<file path="src/rtl/mux16_rr_arbiter.sv">
// Round-robin arbiter driving the one-hot select of the 16x32 result mux.
// Grants are held while requested, with a bounded hold that forces rotation.
module mux16_rr_arbiter #(
  parameter int MAX_HOLD = 8,
  parameter int CNT_W    = 8
) (
  input  logic        clk,
  input  logic        rst_n,
  input  logic [15:0] req,
  input  logic [15:0] req_mask,
  output logic [15:0] select,
  output logic [3:0]  grant_id,
  output logic        busy
);

  typedef enum logic {IDLE, GRANT} state_t;

  localparam logic [CNT_W-1:0] HOLD_LAST = CNT_W'(MAX_HOLD - 1);

  state_t           state, state_nxt;
  logic [15:0]      select_nxt;
  logic [3:0]       ptr, ptr_nxt;
  logic [CNT_W-1:0] hold_cnt, cnt_nxt;
  logic [15:0]      ereq, others;
  logic [3:0]       owner;

  // First set bit of r scanning start, start+1, ... with 4-bit wraparound.
  function automatic logic [15:0] rr_pick(input logic [15:0] r, input logic [3:0] start);
    logic [15:0] g;
    logic        found;
    logic [3:0]  idx;
    g     = '0;
    found = 1'b0;
    for (int i = 0; i < 16; i++) begin
      idx = start + 4'(i);
      if (!found && r[idx]) begin
        g[idx] = 1'b1;
        found  = 1'b1;
      end
    end
    return g;
  endfunction

  function automatic logic [3:0] encode(input logic [15:0] oh);
    logic [3:0] id;
    id = '0;
    for (int i = 0; i < 16; i++) begin
      if (oh[i]) id = id | 4'(i);
    end
    return id;
  endfunction

  // NOTE: sequential state uses non-blocking assignments so every register
  // samples the pre-edge values of the others.
  always_ff @(posedge clk or negedge rst_n) begin
    if (!rst_n) begin
      state    <= IDLE;
      select   <= '0;
      ptr      <= '0;
      hold_cnt <= '0;
    end else begin
      state    <= state_nxt;
      select   <= select_nxt;
      ptr      <= ptr_nxt;
      hold_cnt <= cnt_nxt;
    end
  end

  // NOTE: every signal driven here gets a default first, so no path through
  // the case statement can infer a latch.
  always_comb begin
    ereq       = req & req_mask;
    owner      = encode(select);
    others     = ereq & ~select;
    state_nxt  = state;
    select_nxt = select;
    ptr_nxt    = ptr;
    cnt_nxt    = hold_cnt;
    case (state)
      IDLE: begin
        if (|ereq) begin
          select_nxt = rr_pick(ereq, ptr);
          cnt_nxt    = '0;
          state_nxt  = GRANT;
        end
      end
      GRANT: begin
        // Release and preempt both hand off to the other requesters from owner+1.
        if (!ereq[owner] || (hold_cnt == HOLD_LAST && |others)) begin
          ptr_nxt    = owner + 4'd1;
          select_nxt = rr_pick(others, owner + 4'd1);
          cnt_nxt    = '0;
          state_nxt  = (|others) ? GRANT : IDLE;
        end else if (hold_cnt != HOLD_LAST) begin
          cnt_nxt = hold_cnt + 1'b1;
        end
      end
      default: begin
        select_nxt = '0;
        state_nxt  = IDLE;
      end
    endcase
  end

  always_comb begin
    grant_id = encode(select);
    busy     = |select;
  end

endmodule

</file>
<file path="config.mk">
export PLATFORM = sky130hd
export DESIGN_NAME = mux16_rr_arbiter
export DESIGN_NICKNAME = d
export VERILOG_FILES = /design/src/rtl/mux16_rr_arbiter.sv
export SDC_FILE = /design/constraint.sdc
export NUM_CORES = 1
export LEC_CHECK = 0
export BUFFER_PORTS_ARGS = -buffer_cell sky130_fd_sc_hd__buf_2
export CAP_MARGIN = 10
export CELL_PAD_IN_SITES_DETAIL_PLACEMENT = 2
export CELL_PAD_IN_SITES_GLOBAL_PLACEMENT = 2
export CORE_MARGIN = 2
export CORE_UTILIZATION = 41
export DETAILED_ROUTE_END_ITERATION = 8
export MAX_ROUTING_LAYER = met4
export PLACE_DENSITY = 0.89
export REMOVE_ABC_BUFFERS = 1
export SLEW_MARGIN = 20
export SYNTH_ARGS = -nofsm -noshare
export SYNTH_HDL_FRONTEND = slang
export SYNTH_SLANG_ARGS = --single-unit
export TNS_END_PERCENT = 50
</file>
<file path="constraint.sdc">
create_clock -name clk -period 13.29 [get_ports clk]
set_input_delay 0.6645 -clock clk [delete_from_list [all_inputs] [get_ports clk]]
set_output_delay 0.6645 -clock clk [all_outputs]
set_load 0.02 [all_outputs]
</file>
-- Word level (Yosys, flattened, before mapping)
Index checks and enable logic that the tools add are counted.
- flip-flop bits (word level): 29
- output and inout port bits: 21
- logic and storage cells: 579
- $lt $le $gt $ge: 65
- reductions and logical operators: 101
- $add $sub $neg: 32
- mux-type cells: 338
- bitwise logic cells: 34
- equal/unequal tests: 5
- operator list (kind ; number):
    $mux W16 ; 94
    $or A16 B16 Y16 ; 30
    $lt A4 B5 Y1 const B ; 33
    $mux W1 ; 159
    $bmux W1 S4 ; 33
    $demux W1 S4 ; 32
    $ge A4 B1 Y1 const B ; 32
    $add A4 B4 Y4 const B ; 16
    $logic_and A1 B1 Y1 ; 63
    $reduce_or A16 Y1 ; 3
    $add A4 B3 Y4 const B ; 8
    $and A16 B16 Y16 ; 2
    $mux W4 ; 8
    $pmux W16 S2 ; 1
    $logic_not A1 Y1 ; 31
    $mux W8 ; 3
    $add A4 B2 Y4 const B ; 4
    $not A16 Y16 ; 1
    $pmux W8 S2 ; 1
    $add A4 B1 Y4 const B ; 3
    $mux W3 ; 4
    $add A8 B1 Y8 const B ; 1
    $eq A8 B3 Y1 const B ; 1
    $ne A8 B3 Y1 const B ; 1
    8 further kinds ; 11

-- Longest topological paths before layout
Gate-level depths: netlist of run 1.
- word-level depth: 96
- depth in mapped cells: 26
- gate-level depth less buffers: 18

-- Worst setup path before layout of run 1
Ideal clock, no wire load.
- kind: flip-flop to flip-flop
- from: register select[5]
- to: register select[2]
- period minus slack after synthesis: 5490 ps
- stages on the path, launching flop included: 27
- path slack: 7800 ps
- data arrival time: 5367 ps
- data required time: 13166 ps
- buffers on the path: 9
- cells stage by stage: dfrtp_1 -> nor4_4 -> nand2_4 -> buf_4 -> buf_6 -> ha_1 -> clkbuf_1 -> nor3_2 -> or2_1 -> buf_4 -> inv_2 -> buf_2 -> ha_1 -> buf_1 -> nor4_1 -> o21ai_1 -> and4_1 -> buf_2 -> mux2i_2 -> and3_1 -> and4_4 -> buf_6 -> and2_4 -> buf_6 -> a22o_1 -> or4_1 -> o31a_1
- longest elaborated chain between the ends: 92
- elaborated cells between the ends (all ways): 287
- classes of those cells: add/sub (16); order compare (32); eq/ne (1); mux (170); bitwise (17); reduce/logical (51)
- RTL lines (element ; line ; text):
    from (decl) ; 11 ; output logic [15:0] select,
    from (signal assigned) ; 63 ; select <= select_nxt;
    $mux W3 * (3 in a row) ; - ;
    $mux W4 * (8 in a row) ; - ;
    net grant_id[0] ; 12 ; output logic [3:0] grant_id,
    parallel branches: the longest is 81 deep, another holds $lt A4 B5 Y1 ; - ;
Mark *: on every way through the listed nets, which the timed path passes. The select of a mux whose other input is x is not followed.
A chain may end at the register's enable or synchronous reset.

-- Final worst setup path of run 1
- from: register select[15]
- to: register select[3]
- longest elaborated chain between the ends: 82
- elaborated cells between the ends (all ways): 277
- classes of those cells: add/sub (16); order compare (32); eq/ne (1); mux (160); bitwise (17); reduce/logical (51)
- RTL lines (element):
    parallel branches: the longest is 82 deep, another holds $lt A4 B5 Y1
Parallel ways; which one is timed is not known. The select of a mux whose other input is x is not followed.

==> results.toml, run 1 <==
[outcome]
status = "completed"

[route]
drtIter0Drc = 1669
vias = 12583
drt.antenna.violating_nets = 0
routed_wl_um = 60850
drc_errors = 0
wl_per_cell_um = 40.09
firstDrtPassIters = 5
vias_per_cell = 8.289

[synthesis]
synth_top_area_share = 0.1098
yosys.area.top_type = "mux4_2"
yosysSeqAreaShare = 0.07860
ys_types = 102
synth_area_leaders = "mux4_2, dfrtp_1, nand2_1"
synth_warnings = 0
avgSynthCellArea_um2 = 7.446
yosysMostFrequentCell = "nand2_1"
synth_flop_cell = "dfrtp_1"
synth_area_um2 = 9233
synthArstFlopShare = 1.000
synth_edf_count = 0
ys_ff_latch = 29
syn_inst = 1240
yosys-top-cells-count = "nand2_1, nor2_1, nand3_1, clkbuf_1, o21ai_0"

[global_routing]
overflow = 0
grt.total_usage = 0.5210
grt_max_degree = 34
antenna_found_initial = 1
grt_pass1_wl_um = 89950
first_global_vias = 12996

[sta]
fin_crit_sh = 0.6144
rsz0062_at_grt = "false"
tightest_slew_ns = 1.039
max_slew_margin = 0.3017
slew_violations = 0
finalSetupViolCount = 0
fmax_mhz = 122.5
hold_viol = 0
finalClockSkew_ns = 0.01820
tns_ns = 0
fin_crit_ns = 8.166

[floorplan]
fp.dieH_um = 154.1
die_width_um = 154.1
initial_core_util = 0.4205
io_pins = 55
rows = 54
die_area_um2 = 23730
core-area_um2 = 21960

[final_layout]
multi_input_area_um2 = 8019
drive_gt1_frac = 0.1690
nFillCells = 2585
seqCellArea_um2 = 725.7
synthToLayoutAreaGrowth_pct = 6.518
layout.nets = 1294

[worst_setup_path]
cp-start-kind = "flip-flop"
end_kind = "flip-flop"
crit_type = "reg2reg"
required_ns = 13.46
cp_data_arrival_time_ns = 8.34
crit_slowest_cell = "nor4_1"
cp_max_fo = 25
worstPathCellList = "nor4_4 > nand2_4 > ha_1 > buf_4 > inv_1 > a21oi_2 > or2_1 > inv_2 > ha_1 > mux2i_1 > xnor2_1 > mux2i_1 > nand3_1 > nor4_1 > a32oi_1 > nand3_1 > a211oi_1 > a311oi_1"
worst_path_largest_cell_delay_ns = 1.05

[clocking]
postCtsHoldBufs = 0
cts_buffer_depth = 2
cts_resized = 0
cts_buffers = 5
insertion_delay_ns = 0.31
htreeDepth = 2
numClockSinks = 29
cts_setup_buffers = 0
root_buffer = "clkbuf_16"
clk_pin_slew_worst_paths_ns = 0.07
cts_tree = "built"

[hold_path]
hold_class = "in2async"

[flow_run]
drv_cap = 0

[placement]
gp_congestion = 1.094
dp_hpwl_um = 46000
port_buffers = 54
sequential cells by signal, summed over array words and instances (netlist names):
name	cells
select	16
hold_cnt	8
ptr	4
state	1
per-stage QoR:
| stage | cells | worst slack [ns] | cell area [um^2] | hold slack (ns) | utilization |
|---|---|---|---|---|---|
| finish | 1518 | 5.124 | 9834 | 0.4347 | 0.4479 |
| global route | 1518 | 4.991 | 9834 | 0.4801 | 0.4479 |
| CTS | 1517 | 5.038 | 9817 | 0.4788 | 0.4471 |
| detailed placement | 1509 | 5.151 | 9644 | 0.5456 | 0.4392 |
| global placement | 1509 | 5.648 | 9639 | 0.5125 | 0.4390 |
| floorplan | 1148 | 7.295 | 8805 | 0.3689 | - |
path summary, 6_finish.rpt:
| path | start | end | slack, ns | cells past startpoint |
|---|---|---|---|---|
| worst max-delay path | select[15] | select[3] | 5.12 | 18 |
| worst min-delay path | rst_n | state | 0.43 | 1 |
| worst max register to register | select[15] | select[3] | 5.12 | 18 |
| worst min register to register | hold_cnt[5] | hold_cnt[5] | 0.56 | 1 |
| max in group asynchronous | rst_n | ptr[3] | 12.25 | 1 |
| min in group clk | hold_cnt[5] | hold_cnt[5] | 0.56 | 1 |
cell usage in the layout (no fill, tap or decap), types with 6 or more instances in the layout:
master and n:
nand2_1 151, buf_2 54, or4_1 11, mux2_2 25
o31a_1 10, o21ai_0 55, and2_1 27, and3_1 19
a32oi_1 15, nor4_1 28, nand3_1 60, or3_1 9
xnor2_1 14, a21o_1 9, a211oi_1 11, nor3_1 52
nor2_1 106, nand4_1 30, mux2i_1 51, a22oi_1 18
and3b_1 15, o221ai_1 17, a21oi_1 54, nor3_2 8
mux4_2 45, o211ai_1 10, o22ai_1 13, xor2_1 6
o31ai_1 9, buf_4 27, a22o_1 8, o2111ai_1 10
a221oi_1 18, inv_1 13, ha_1 24, dfrtp_1 29
a31oi_1 29
logic make-up after synthesis:
group	count (synthesis)	synth area share
simple gates	570	0.3293
compound gates	352	0.2720
mux	127	0.2056
buf+inv	115	0.05624
flops	29	0.07860
fa+ha+maj	24	0.03252
xor+xnor	23	0.02575
cell type report:
type	instances	share of cell area
multi-input combinational	1096	0.8154
inverter	23	0.009288
tap	280	0.03562
sequential	29	0.07379
clock buffer	7	0.01450
antenna	1	0.0002545
timing repair buffer	81	0.04809
clock inverter	1	0.003053
metal layers:
| layer | vias to the layer above | global-route usage | share of wire |
|---|---|---|---|
| met5 | - | - | 0 |
| met1 | 6146 | 0.5947 | 0.35 |
| met4 | 0 | 0.3658 | 0.088 |
| met3 | 416 | 0.1353 | 0.12 |
| met2 | 1127 | 0.7974 | 0.44 |
| li1 | 4894 | - | - |
critical path, delay by kind of cell (launching register included):
family | cells | cell delay, ns
simple gates | 6 | 3.74
buf+inv | 3 | 0.95
compound gates | 4 | 0.78
fa+ha+maj | 2 | 0.77
xor+xnor | 1 | 0.65
mux | 2 | 0.63
flops | 1 | 0.50
Power of run 1 is left out: the tool's default activity adds up to more than one toggle a clock period on the data nets, which glitch-free logic cannot reach.
==> inputs of run 2 (changes only) <==
CORE_UTILIZATION = 38   (was 41)
PLACE_DENSITY = 0.83   (was 0.89)
clock period = 7.95 ns   (was 13.29 ns; I/O delays follow)
==> run 2 against run 1 <==
  * Hold slack got worse by 0.25 ns
  * Core utilization is 3.9 points lower
  * Setup slack worse by 5.0 ns
  * Fmax increased by 4.7%
  * Die area increased by 7.7%
  * Highest routed layer unchanged
==> results.toml, run 2 (same netlist as run 1, synthesis figures left out) <==
[outcome]
status = "completed"

[final_layout]
regMostFlops = "select"
final_common_cell = "nand2_1"
layout.nets = 1294
drive_gt1_frac = 0.1683
synthToLayoutAreaGrowth_pct = 6.803
nFillCells = 2872
largest_reg_flops = 16
fin_area_um2 = 9861
layout_common_cells = "nand2_1, nor2_1, nand3_1"
reg.largest.list = "select: 16 flops, hold_cnt: 8 flops, ptr: 4 flops"

[worst_setup_path]
required_ns = 8.07
worstPathCellList = "nor4_1 > nand2_1 > ha_1 > buf_4 > inv_1 > a21oi_2 > or2_1 > buf_4 > ha_1 > o21ai_0 > mux2i_1 > o211ai_1 > mux2_2 > nor4b_4 > nand4_2 > nor3_1 > o21bai_1 > nand2_1 > a311oi_1"
cp_data_arrival_time_ns = 7.92
cp-start-kind = "flip-flop"
crit_type = "reg2reg"
end_kind = "flip-flop"
crit_slowest_cell = "nor4_1"
cp_max_fo = 20
worst_path_largest_cell_delay_ns = 0.75

[sta]
tightest_slew_ns = 1.307
rsz0062_at_grt = "false"
finalClockSkew_ns = 0.007361
hold_viol = 0
max_slew_margin = 0.1219
tns_ns = 0
fmax_mhz = 128.2
fin_crit_sh = 0.9812
fin_crit_ns = 7.800
slew_violations = 0
finalSetupViolCount = 0

[route]
firstDrtPassIters = 6
routed_wl_um = 57820
vias = 12504
vias_per_cell = 7.985
drtIter0Drc = 1664
drt.antenna.violating_nets = 0
drc_errors = 0
wl_per_cell_um = 36.92

[floorplan]
die_width_um = 159.9
initial_core_util = 0.3830
core-area_um2 = 24110
io_pins = 55
rows = 57
die_area_um2 = 25560
fp.dieH_um = 159.9

[clocking]
cts_tree = "built"
cts_buffer_depth = 2
numClockSinks = 29
htreeDepth = 2
cts_buffers = 5
root_buffer = "clkbuf_16"
cts_resized = 0
cts_setup_buffers = 0
insertion_delay_ns = 0.29
postCtsHoldBufs = 0
clk_pin_slew_worst_paths_ns = 0.06

[placement]
gp_congestion = 1.163
place_area_um2 = 9694
port_buffers = 54
dp_hpwl_um = 43690

[global_routing]
overflow = 0
grt_max_degree = 34
antenna_found_initial = 4
grt_pass1_wl_um = 86590
first_global_vias = 12934
grt.total_usage = 0.4588

[flow_run]
drv_cap = 0

[hold_path]
hold_class = "in2async"
==> run 2: layer usage <==
layer,share of wire,global-route usage,up-vias
li1,-,-,4909
met1,0.36,0.5230,6108
met2,0.45,0.7113,1083
met3,0.10,0.1148,404
met4,0.090,0.3120,0
met5,0,-,-
==> run 2: path summary, 6_finish.rpt <==
path                       depth (start not counted)   startpoint           to  slack, ns
max                                               19    select[6]    select[3]       0.15
min                                                1        rst_n       ptr[0]       0.18
max reg2reg                                       19    select[6]    select[3]       0.15
min reg2reg                                        2  hold_cnt[7]  hold_cnt[7]       0.56
max in group asynchronous                          1        rst_n   select[10]       7.27
min in group clk                                   2  hold_cnt[7]  hold_cnt[7]       0.56
==> run 2: layout make-up <==
class	count	area (um^2)	share of cell area
flip-flops and latches	29	725.7	0.07359
well taps	324	405.4	0.04111
clock buffers	7	142.6	0.01447
inverters	23	91.34	0.009263
repair buffers	81	473.0	0.04796
diodes	6	15.01	0.001523
multi-input cells	1096	8008	0.8121
==> run 2: worst max-delay path: cells and delay by family (launching register included) <==
family | cells | cell delay (ns)
adders and majority gates | 2 | 0.67
AOI/OAI and AO/OA | 5 | 1.79
DFF | 1 | 0.48
muxes | 2 | 0.63
buffers and inverters | 3 | 0.73
and+or+nand+nor | 7 | 3.33
==> run 2: stage by stage <==
step,worst slack [ns],hold WS (ns),utilization,cells
3_3_place_gp,1.270,0.4802,0.4022,1553
2_1_floorplan,1.955,0.1019,-,1148
4_1_cts,0.6337,0.1974,0.4081,1560
3_5_place_dp,0.6940,0.4968,0.4022,1553
5_1_grt,0.2139,0.2107,0.4090,1565
6_report,0.1498,0.1811,0.4091,1566
Power of run 2 is left out for the same reason.
